==> src/rtl/Opcode_pkg.sv <==
// Shared opcode and fetch-stage definitions for the front end.
//   OpCode_t         : RV32 major opcodes seen by MainDecoder (instr[6:0]).
//   FetchState_t     : instr_fetch FSM states.
//   RESET_PC_DEFAULT : default PC after reset.
//   is_misaligned    : true when a 32-bit instruction address is not word aligned.
package Opcode_pkg;

  localparam int unsigned OPCODE_W         = 7;
  localparam int unsigned XLEN_DEFAULT     = 32;
  localparam logic [31:0] RESET_PC_DEFAULT = 32'h0000_0000;

  typedef enum logic [OPCODE_W-1:0] {
    OPC_LOAD   = 7'b000_0011,
    OPC_OP_IMM = 7'b001_0011,
    OPC_AUIPC  = 7'b001_0111,
    OPC_STORE  = 7'b010_0011,
    OPC_OP     = 7'b011_0011,
    OPC_LUI    = 7'b011_0111,
    OPC_BRANCH = 7'b110_0011,
    OPC_JALR   = 7'b110_0111,
    OPC_JAL    = 7'b110_1111,
    OPC_SYSTEM = 7'b111_0011
  } OpCode_t;

  typedef enum logic [1:0] {
    REQ   = 2'd0,
    WAIT  = 2'd1,
    VALID = 2'd2
  } FetchState_t;

  function automatic logic is_misaligned(input logic [1:0] addr_lsbs);
    return addr_lsbs != 2'b00;
  endfunction

endpackage

==> src/rtl/instr_fetch_program_counter.sv <==
// Program counter for instr_fetch: PC register, +4 adder, next-PC mux and
// redirect alignment check.
//   i_Clk, i_Reset   : clock, synchronous active-high reset
//   i_Advance        : current instruction consumed; load next PC
//   i_PCSrc          : 1 = take i_PCTarget (forced word aligned), 0 = PC + 4
//   i_PCTarget       : redirect target
//   o_PC, o_PCPlus4  : registered PC and PC + 4 (modulo 2^XLEN)
//   o_Misalign_c     : combinational pulse, redirect taken to a misaligned target
module program_counter
  import Opcode_pkg::*;
#(
  parameter int unsigned     XLEN     = XLEN_DEFAULT,
  parameter logic [XLEN-1:0] RESET_PC = XLEN'(RESET_PC_DEFAULT)
) (
  input  logic            i_Clk,
  input  logic            i_Reset,
  input  logic            i_Advance,
  input  logic            i_PCSrc,
  input  logic [XLEN-1:0] i_PCTarget,
  output logic [XLEN-1:0] o_PC,
  output logic [XLEN-1:0] o_PCPlus4,
  output logic            o_Misalign_c
);

  localparam logic [XLEN-1:0] PC_STEP = XLEN'(4);

  logic [XLEN-1:0] pc_q, pc_d;
  logic [XLEN-1:0] pc_plus4_q, pc_plus4_d;

  // Next-PC select; PC + 4 is kept registered so it is ready as a sequential target.
  always_comb begin
    pc_d         = pc_q;
    pc_plus4_d   = pc_plus4_q;
    o_Misalign_c = 1'b0;
    if (i_Advance) begin
      if (i_PCSrc) begin
        pc_d         = {i_PCTarget[XLEN-1:2], 2'b00};
        o_Misalign_c = is_misaligned(i_PCTarget[1:0]);
      end else begin
        pc_d = pc_plus4_q;
      end
      pc_plus4_d = pc_d + PC_STEP;
    end
  end

  always_ff @(posedge i_Clk) begin
    if (i_Reset) begin
      pc_q       <= RESET_PC;
      pc_plus4_q <= RESET_PC + PC_STEP;
    end else begin
      pc_q       <= pc_d;
      pc_plus4_q <= pc_plus4_d;
    end
  end

  assign o_PC      = pc_q;
  assign o_PCPlus4 = pc_plus4_q;

endmodule

==> src/rtl/instr_fetch.sv <==
// Single-issue instruction fetch stage feeding MainDecoder.
//   Memory side : o_IMemReq/o_IMemAddr/i_IMemReady request, i_IMemRValid/i_IMemRData response
//   Decode side : o_InstrValid/i_InstrReady handshake carrying o_Instr, o_OpCode, o_PC, o_PCPlus4
//   Redirect    : i_PCSrc/i_PCTarget sampled only when an instruction is consumed
//   Status      : o_MisalignErr, sticky until reset
// o_OpCode is a combinational view of o_Instr[6:0]; all other outputs come from flops.
module instr_fetch
  import Opcode_pkg::*;
#(
  parameter int unsigned     XLEN     = XLEN_DEFAULT,
  parameter logic [XLEN-1:0] RESET_PC = XLEN'(RESET_PC_DEFAULT)
) (
  input  logic            i_Clk,
  input  logic            i_Reset,
  output logic            o_IMemReq,
  output logic [XLEN-1:0] o_IMemAddr,
  input  logic            i_IMemReady,
  input  logic            i_IMemRValid,
  input  logic [XLEN-1:0] i_IMemRData,
  output logic            o_InstrValid,
  input  logic            i_InstrReady,
  output logic [XLEN-1:0] o_Instr,
  output OpCode_t         o_OpCode,
  output logic [XLEN-1:0] o_PC,
  output logic [XLEN-1:0] o_PCPlus4,
  input  logic            i_PCSrc,
  input  logic [XLEN-1:0] i_PCTarget,
  output logic            o_MisalignErr
);

  FetchState_t     state_q, state_d;
  logic [XLEN-1:0] instr_q, instr_d;
  logic            req_q, req_d;
  logic            valid_q, valid_d;
  logic            misalign_err_q, misalign_err_d;
  logic            drop_q, drop_d;
  logic            drop_rst_c;
  logic            advance_c;
  logic            pc_misalign_c;
  logic [XLEN-1:0] pc;
  logic [XLEN-1:0] pc_plus4;

  assign advance_c = (state_q == VALID) && i_InstrReady;

  program_counter #(
    .XLEN     (XLEN),
    .RESET_PC (RESET_PC)
  ) u_pc (
    .i_Clk        (i_Clk),
    .i_Reset      (i_Reset),
    .i_Advance    (advance_c),
    .i_PCSrc      (i_PCSrc),
    .i_PCTarget   (i_PCTarget),
    .o_PC         (pc),
    .o_PCPlus4    (pc_plus4),
    .o_Misalign_c (pc_misalign_c)
  );

  // A reset during WAIT leaves one response in flight; remember to swallow it,
  // unless it lands in the reset cycle itself.
  assign drop_rst_c = ((state_q == WAIT) || drop_q) && !i_IMemRValid;

  // Fetch FSM, instruction register and stale-response drop flag.
  always_comb begin
    state_d        = state_q;
    instr_d        = instr_q;
    drop_d         = drop_q;
    misalign_err_d = misalign_err_q || pc_misalign_c;

    case (state_q)
      REQ: begin
        if (i_IMemReady) begin
          // Request accepted: any stale response is now behind us (in-order memory).
          drop_d = 1'b0;
          if (i_IMemRValid && !drop_q) begin
            instr_d = i_IMemRData;
            state_d = VALID;
          end else begin
            state_d = WAIT;
          end
        end else if (i_IMemRValid && drop_q) begin
          drop_d = 1'b0;
        end
      end
      WAIT: begin
        if (i_IMemRValid) begin
          instr_d = i_IMemRData;
          state_d = VALID;
        end
      end
      VALID: begin
        if (i_InstrReady) begin
          state_d = REQ;
        end
      end
      default: state_d = REQ;
    endcase

    req_d   = (state_d == REQ);
    valid_d = (state_d == VALID);
  end

  always_ff @(posedge i_Clk) begin
    if (i_Reset) begin
      state_q        <= REQ;
      instr_q        <= '0;
      req_q          <= 1'b1;
      valid_q        <= 1'b0;
      misalign_err_q <= 1'b0;
      drop_q         <= drop_rst_c;
    end else begin
      state_q        <= state_d;
      instr_q        <= instr_d;
      req_q          <= req_d;
      valid_q        <= valid_d;
      misalign_err_q <= misalign_err_d;
      drop_q         <= drop_d;
    end
  end

  // A response is only legal while a request is being accepted, in WAIT,
  // or as the stale response being dropped.
  always_ff @(posedge i_Clk) begin
    if (!i_Reset) begin
      assert (!(i_IMemRValid &&
                (((state_q == REQ) && !i_IMemReady && !drop_q) || (state_q == VALID))))
        else $error("instr_fetch: i_IMemRValid outside an outstanding request");
    end
  end

  assign o_IMemReq     = req_q;
  assign o_IMemAddr    = pc;
  assign o_InstrValid  = valid_q;
  assign o_Instr       = instr_q;
  assign o_OpCode      = OpCode_t'(instr_q[6:0]);
  assign o_PC          = pc;
  assign o_PCPlus4     = pc_plus4;
  assign o_MisalignErr = misalign_err_q;

endmodule

==> config.mk <==
export PLATFORM = sky130hd
export DESIGN_NAME = instr_fetch
export DESIGN_NICKNAME = d
export VERILOG_FILES = /design/src/rtl/Opcode_pkg.sv /design/src/rtl/instr_fetch_program_counter.sv /design/src/rtl/instr_fetch.sv
export SDC_FILE = /design/constraint.sdc
export NUM_CORES = 1
export LEC_CHECK = 0
export BUFFER_PORTS_ARGS = -buffer_cell sky130_fd_sc_hd__buf_4
export CORE_MARGIN = 2
export CORE_UTILIZATION = 25
export CTS_BUF_LIST = sky130_fd_sc_hd__clkbuf_4 sky130_fd_sc_hd__clkbuf_8
export DETAILED_ROUTE_END_ITERATION = 12
export PLACE_DENSITY = 0.49
export RECOVER_POWER = 50
export SYNTH_ARGS = -nofsm -noshare
export SYNTH_HDL_FRONTEND = slang
export SYNTH_SLANG_ARGS = --single-unit
==> constraint.sdc <==
create_clock -name i_Clk -period 2.6 [get_ports i_Clk]
set_input_delay 0.13 -clock i_Clk [delete_from_list [all_inputs] [get_ports i_Clk]]
set_output_delay 0.13 -clock i_Clk [all_outputs]
set_load 0.02 [all_outputs]
==> results of run 1 <==
==> how the worst max path moves through the flow <==
stage | from | endpoint | slack, ps | depth (start not counted)
5_1_grt | u_pc.o_PCPlus4[3] | u_pc.o_PCPlus4[16] | 140 | 9
3_3_place_gp | u_pc.o_PCPlus4[3] | u_pc.o_PCPlus4[30] | 400 | 8
2_1_floorplan | i_PCSrc | u_pc.o_PCPlus4[24] | 170 | 10
4_1_cts | u_pc.o_PCPlus4[3] | u_pc.o_PCPlus4[30] | 350 | 9
3_5_place_dp | u_pc.o_PCPlus4[3] | u_pc.o_PCPlus4[30] | 360 | 8
6_report | u_pc.o_PCPlus4[3] | u_pc.o_PCPlus4[30] | 350 | 9
==> cells in the mapped netlist, types with 3 or more instances <==
cell | n | area (µm²)
buf_4 | 45 | 338
o2111ai_1 | 6 | 52.6
xor2_1 | 5 | 43.8
nor2b_1 | 4 | 25.0
a31oi_1 | 14 | 87.6
nor2_1 | 47 | 176
nor3_1 | 6 | 30.0
nand4b_1 | 6 | 52.6
o211ai_1 | 4 | 30.0
a211oi_1 | 25 | 188
and4_1 | 6 | 52.6
nand2_1 | 111 | 417
mux2i_1 | 24 | 240
nand4_1 | 19 | 119
or3_1 | 5 | 31.3
clkbuf_1 | 31 | 116
nand3b_1 | 10 | 75.1
o21ai_0 | 26 | 130
dfxtp_1 | 97 | 1940
nand3_1 | 20 | 100
a21oi_1 | 62 | 310
buf_2 | 8 | 40.0
o21a_1 | 3 | 22.5
and3_1 | 8 | 50.1
a22oi_1 | 5 | 37.5
inv_1 | 4 | 15.0
mux2_2 | 5 | 56.3
==> logic make-up after synthesis <==
logic type,Yosys count,share of synthesized area [%]
other,1,0.0721
AO/OA/AOI/OAI,167,20.5
XOR/XNOR,5,0.842
buffers and inverters,91,10.2
multiplexers,29,5.70
flip-flops,98,37.9
AND/OR/NAND/NOR,257,24.6
adder cells (fa/ha/maj),1,0.241
==> layout make-up <==
cell class              instances  area (µm²)  share of cell area [%]
inverters                       4        15.0                   0.222
flip-flops and latches         98        1970                    29.1
clock buffers                   9         124                    1.83
multi-input cells             465        2730                    40.3
repair buffers                249        1540                    22.7
well taps                     270         338                    4.98
clock inverters                 7        57.6                   0.849
==> power groups by stage <==
stage | clock network (mW) | logic (mW) | registers (mW)
floorplan | 0 | 0.347 | 1.74
global placement | 0 | 0.717 | 1.67
detailed placement | 0 | 0.715 | 1.67
CTS | 1.04 | 0.755 | 1.64
global route | 1.08 | 0.747 | 1.65
finish | 0.983 | 0.682 | 1.64
==> worst min-delay path, cell delays in order <==
cell     delay, ps
buf_4          130
nand4_1         60
a31oi_1         60
==> sequential cells by signal, summed over array words and instances, names as in the netlist <==
name / flops
o_Instr: 32
u_pc.o_PC: 30
o_IMemReq: 1
o_MisalignErr: 1
state_q: 2
u_pc.o_PCPlus4: 30
o_InstrValid: 1
drop_q: 1
==> layer usage <==
layer  part of all wire, %  global-route usage [%]  vias to the layer above
li1                      -                       -                     2651
met3                   7.1                    4.26                       12
met4                  0.97                    3.95                        0
met1                    47                    21.9                     2450
met5                     0                       0                        -
met2                    44                    23.7                      160
==> per-stage QoR <==
stage	power [mW]	hold WS (ps)	instance area [µm²]	cells
3_5_place_dp	2.39	385	6700	1054
2_1_floorplan	2.09	266	5220	654
5_1_grt	3.48	42.1	6780	1102
4_1_cts	3.44	23.2	7200	1102
6_report	3.30	52.1	6780	1102
3_3_place_gp	2.39	378	6700	1054
==> what timing repair did <==
item                                    4_1_cts  5_1_grt
hold buffers                                 32        0
endpoints found under the setup margin        0        0
hold endpoints to repair                     32        0
==> flow_metrics.py, run 1 <==
metrics = {
    "place": {
        "place_hpwl_mm": 12.4,
        "port_buffers": 201,
        "post-place-ws_ps": 356,
        "gp_congestion": 0.766,
    },
    "sta": {
        "hold_viol": 0,
        "fin_crit_ps": 2250,
        "final.setup.worst_slack_ps": 346,
        "slew_viol_final": 0,
        "tns_ps": 0,
        "finalSetupViolCount": 0,
        "clock-skew-final_ps": 17.3,
        "slew_headroom_pct": 54.0,
        "timing.fmax_mhz": 444,
        "finalCritPeriodShare_pct": 86.7,
        "rsz0062_at_grt": "no",
        "tightest_slew_ps": 691,
    },
    "setup_path": {
        "path_cells": "mux2_2, ha_1, buf_4, nand4_1, nor2_1, o2111ai_4, nor3b_1, xor2_1, o31ai_1",
        "arrival_ps": 2510,
        "cp_slowest_stage_delay_ps": 430,
        "rr_endpoint": "u_pc.o_PCPlus4[30]",
        "crit_slowest_cell": "dfxtp_1",
        "crit_fanout": 10,
        "crit_buf_inv": 1,
        "worst_path_dominant_cell_family": "simple AND/OR/NAND/NOR gates",
        "worstSetupEndpointType": "register",
        "crit_required_ps": 2860,
        "crit_type": "register to register",
        "r2r_slack_ps": 350,
        "cp-start-kind": "register",
        "regToRegStartpoint": "u_pc.o_PCPlus4[3]",
        "reg2regPathDepth": 9,
    },
    "global_routing": {
        "grt_max_degree": 101,
        "overflow": 0,
        "globalRouteTotalUtil_pct": 15.6,
        "grt_pass1_vias": 4923,
        "grt_pass1_wl_mm": 27.4,
        "grt_antenna_before_repair": 0,
    },
    "floorplan": {
        "dieArea_um2": 22000,
        "io_pins": 208,
        "rows": 52,
        "core_area_um2": 20300,
        "start_util_pct": 25.6,
        "die_w_um": 148,
        "dieHeight_um": 148,
    },
    "clock_network": {
        "clock_path_buffers": 2,
        "clkSlewWorstSetupHoldPaths_ps": 110,
        "post_cts_buffers": 0,
        "cts_root_buf": "clkbuf_8",
        "cts_tree": "done",
        "cts_buffers": 9,
        "h-tree-depth": 3,
        "clk_latency_ps": 390,
        "cts_sinks": 98,
        "cts_resized": 0,
    },
    "power_and_ir_drop": {
        "pwr-share-seq_pct": 49.6,
        "powerDensity_nw_per_um2": 487,
        "ir_drop_mv": 0.203,
        "pwr-share-clk_pct": 29.8,
        "sw_frac_of_total_pct": 33.4,
        "combPwrFrac_pct": 20.6,
        "leakagePower_nw": 2.47,
        "power_report.internal_total_mw": 2.20,
        "netSwitchingPower_mw": 1.10,
    },
    "synth": {
        "ys_seq_area_share_pct": 37.9,
        "syn_area_um2": 5200,
        "synth_seq_cells": 98,
        "syn_inst": 649,
        "synthFlopType": "dfxtp_1",
        "ys_async_sr_fraction_pct": 0,
        "synth_cell_types": 57,
        "postSynthAreaPerCell_um2": 8.01,
        "synth_edf_count": 1,
        "yosys_warnings": 0,
    },
    "detailed_routing": {
        "wl_per_cell_um": 15.7,
        "drtIter0Drc": 280,
        "drtAntennaViolNets": 0,
        "vias_per_cell": 4.78,
        "drc_errors": 0,
        "wirelength_mm": 17.3,
        "first_pass_iters": 4,
        "vias": 5273,
    },
    "min_path": {
        "hold-path-cell-count": 3,
        "hp-class": "input pin to register",
        "holdPathEnd": "u_pc.o_PCPlus4[13]",
        "min_from": "i_PCTarget[13]",
    },
    "finish": {
        "area_growth_pct": 30.4,
        "num_antenna_cells": 0,
        "layout_commonest_cell": "clkbuf_1",
        "layout-drive-gt1-share_pct": 16.5,
        "utilization_pct": 33.4,
        "fillers": 2320,
        "final_cell_mix": "112 x clkbuf_1, 111 x nand2_1, 104 x buf_4",
        "nets": 898,
    },
    "outcome": {
        "status": "complete, no violations",
    },
    "flow_run": {
        "max_cap_violations": 0,
    },
}
(Power assumes the default switching activity.)
==> inputs of run 2 (changes only) <==
- PLACE_DENSITY: 0.49 -> 0.48
- SYNTH_HIERARCHICAL: not set -> 1
==> run 2 against run 1 <==
Effect of this change:
- worst setup slack got worse by 53 ps
- non-clock buffer count increased by 14
- total power increased by 2.5%
- maximum frequency decreased by 2.3%
- highest routed layer unchanged
- sequential share of layout area decreased by 1.9 points
- die area increased by 7.1%
- synthesized cell count increased by 0.46%
- critical path depth unchanged
- routed wire length increased by 4.2%
- first-iteration DRC count increased by 26%
- clock power about the same
==> flow_metrics.py, run 2 <==
metrics = {
    "synth": {
        "syn_inst": 652,
        "postSynthAreaPerCell_um2": 8.56,
        "yosys_warnings": 6,
        "synth_top_area_cell": "dfxtp_1",
        "synth_common_cells": "97 x dfxtp_1, 91 x nand2_1, 66 x mux2i_1, 64 x nor2_1, 44 x buf_4",
        "yosysTopAreaCellShare_pct": 34.8,
        "synth_seq_cells": 98,
        "synth_cell_types": 67,
        "ys_async_sr_fraction_pct": 0,
        "ys_top_cells_by_area": "dfxtp_1 35%, mux2i_1 12%, nand2_1 6.1%",
        "synth_edf_count": 1,
        "synth.most_common_cell": "dfxtp_1",
        "syn_area_um2": 5580,
        "synthFlopType": "dfxtp_1",
        "ys_seq_area_share_pct": 35.3,
    },
    "sta": {
        "slew_viol_final": 0,
        "fin_crit_ps": 2310,
        "slew_headroom_pct": 50.7,
        "clock-skew-final_ps": 16.2,
        "tightest_slew_ps": 739,
        "rsz0062_at_grt": "no",
        "timing.fmax_mhz": 433,
        "finalCritPeriodShare_pct": 88.7,
        "hold_viol": 0,
        "finalSetupViolCount": 0,
        "tns_ps": 0,
    },
    "min_path": {
        "min_from": "i_PCTarget[12]",
        "hold-path-cell-count": 3,
        "hp-class": "input pin to register",
        "holdPathEnd": "u_pc/o_PC[12]",
    },
    "setup_path": {
        "rr_endpoint": "u_pc/o_PCPlus4[28]",
        "reg2regPathDepth": 9,
        "crit_type": "register to register",
        "crit_slowest_cell": "dfxtp_1",
        "r2r_slack_ps": 290,
        "path_cells": "inv_1, o21ai_2, ha_2, nand4b_1, a22oi_2, nand4_4, nor3_1, mux2i_1, nor2_1",
        "crit_buf_inv": 1,
        "regToRegStartpoint": "u_pc/o_PCPlus4[2]",
        "arrival_ps": 2570,
        "cp_slowest_stage_delay_ps": 360,
        "crit_fanout": 10,
        "worst_path_dominant_cell_family": "simple AND/OR/NAND/NOR gates",
        "worstSetupEndpointType": "register",
        "cp-start-kind": "register",
        "crit_required_ps": 2860,
    },
    "floorplan": {
        "dieArea_um2": 23500,
        "core_area_um2": 21900,
        "start_util_pct": 25.5,
        "die_w_um": 153,
        "rows": 54,
        "io_pins": 208,
        "dieHeight_um": 153,
    },
    "place": {
        "placed_cells": 1079,
        "place_hpwl_mm": 12.7,
        "port_buffers": 201,
        "dpl_cell_area_um2": 7140,
        "gp_congestion": 0.783,
    },
    "global_routing": {
        "grt_antenna_before_repair": 0,
        "overflow": 0,
        "grt_max_degree": 64,
        "grt_pass1_wl_mm": 28.0,
        "globalRouteTotalUtil_pct": 14.8,
        "grt_pass1_vias": 5006,
    },
    "detailed_routing": {
        "drtAntennaViolNets": 0,
        "vias_per_cell": 4.71,
        "drtIter0Drc": 354,
        "wirelength_mm": 18.0,
        "wl_per_cell_um": 16.0,
        "vias": 5312,
        "first_pass_iters": 5,
        "drc_errors": 0,
    },
    "finish": {
        "design_area_um2": 7240,
        "nets": 915,
        "seq_area_um2": 1970,
        "fillers": 2402,
        "final_cell_mix": "115 x buf_4, 113 x clkbuf_1, 97 x dfxtp_1",
        "layout-drive-gt1-share_pct": 19.0,
        "area_growth_pct": 29.8,
        "multi_input_comb_area_um2": 3030,
        "layout_commonest_cell": "buf_4",
        "largest_register_ffs": 32,
        "num_antenna_cells": 0,
        "fin_cells": 1129,
    },
    "clock_network": {
        "h-tree-depth": 3,
        "cts_tree": "done",
        "clk_latency_ps": 390,
        "cts_sinks": 98,
        "post_cts_buffers": 0,
        "clkSlewWorstSetupHoldPaths_ps": 110,
        "cts_buffers": 9,
        "cts_root_buf": "clkbuf_8",
        "clock_path_buffers": 2,
    },
    "power_and_ir_drop": {
        "powerDensity_nw_per_um2": 467,
        "ir_drop_mv": 0.202,
        "power_report.internal_total_mw": 2.25,
        "pwr-share-seq_pct": 48.3,
        "power.total_mw": 3.38,
        "leakagePower_nw": 2.79,
        "sw_frac_of_total_pct": 33.6,
        "combPwrFrac_pct": 21.9,
        "netSwitchingPower_mw": 1.14,
        "pwr-share-clk_pct": 29.8,
    },
    "outcome": {
        "status": "complete, no violations",
    },
    "flow_run": {
        "max_cap_violations": 0,
    },
}
## run 2: cell count changes after synthesis, sizes merged, moves of 6 or more
cell     previous run  this run
nor2               47        64
a31oi              14         1
inv                 4        14
nand2             111        91
nand4              19         9
xnor2               0        11
nor3                6        18
a21oi              62        24
o2111ai             7         0
a211oi             25        31
o21ai              29        23
mux2i              24        66
## run 2: worst register-to-register path, stage by stage (launching register included)
cell      delay (ps)
dfxtp_1          360
inv_1             70
o21ai_2          160
ha_2             250
nand4b_1         190
a22oi_2          350
nand4_4          230
nor3_1           320
mux2i_1          210
nor2_1            50
## run 2: worst max path at each step
| stage | startpoint | endpoint | slack (ps) | cells after the start |
|---|---|---|---|---|
| after CTS | u_pc/o_PCPlus4[2] | u_pc/o_PCPlus4[28] | 290 | 9 |
| after detailed placement | u_pc/o_PCPlus4[2] | u_pc/o_PCPlus4[28] | 300 | 9 |
| after floorplan | i_PCSrc | u_pc/o_PCPlus4[12] | 8 | 13 |
| after global placement | i_PCSrc | u_pc/o_PCPlus4[21] | 330 | 10 |
| after global routing | u_pc/o_PCPlus4[2] | u_pc/o_PCPlus4[28] | 50 | 9 |
| final | u_pc/o_PCPlus4[2] | u_pc/o_PCPlus4[28] | 290 | 9 |
## run 2: cell families after synthesis
logic type | Yosys count | share of synthesized area, %
simple gates | 240 | 21.6
compound gates | 125 | 16.2
buf+inv | 100 | 11.2
flops | 98 | 35.3
mux | 71 | 12.9
xor+xnor | 16 | 2.51
fa+ha+maj | 1 | 0.224
other cells | 1 | 0.0672
## run 2: per-layer routing
| layer | global-route usage [%] | vias up | share of wire, % |
|---|---|---|---|
| li1 | - | 2665 | - |
| met3 | 2.67 | 24 | 4.6 |
| met1 | 21.1 | 2470 | 48 |
| met5 | 0 | - | 0 |
| met4 | 5.02 | 0 | 2.2 |
| met2 | 22.4 | 153 | 45 |
## run 2: per-stage QoR
step | hold slack [ps] | utilization [%] | worst slack [ps]
global route | 57.6 | 33.1 | 47.0
floorplan | 202 | - | 8.07
detailed placement | 390 | 32.6 | 299
CTS | 27.5 | 35.0 | 288
finish | 59.9 | 33.1 | 293
global placement | 388 | 32.6 | 330
## run 2: power groups by stage
stage	Combinational (mW)	Clock, mW	Sequential (mW)
6_report	0.741	1.01	1.64
5_1_grt	0.804	1.12	1.65
4_1_cts	0.819	1.08	1.64
3_5_place_dp	0.775	0	1.67
3_3_place_gp	0.776	0	1.67
2_1_floorplan	0.416	0	1.75
## run 2: cell type report
class,instances,area share (%)
Tap cell,280,4.84
Multi-Input combinational cell,457,41.8
Timing Repair Buffer,263,22.7
Clock inverter,7,0.950
Inverter,15,0.777
Clock buffer,9,1.71
Sequential cell,98,27.2
## run 2: timing repair
action | CTS | global route
gates resized for setup | 0 | 0
hold endpoints to repair | 33 | 0
hold buffers | 34 | 0
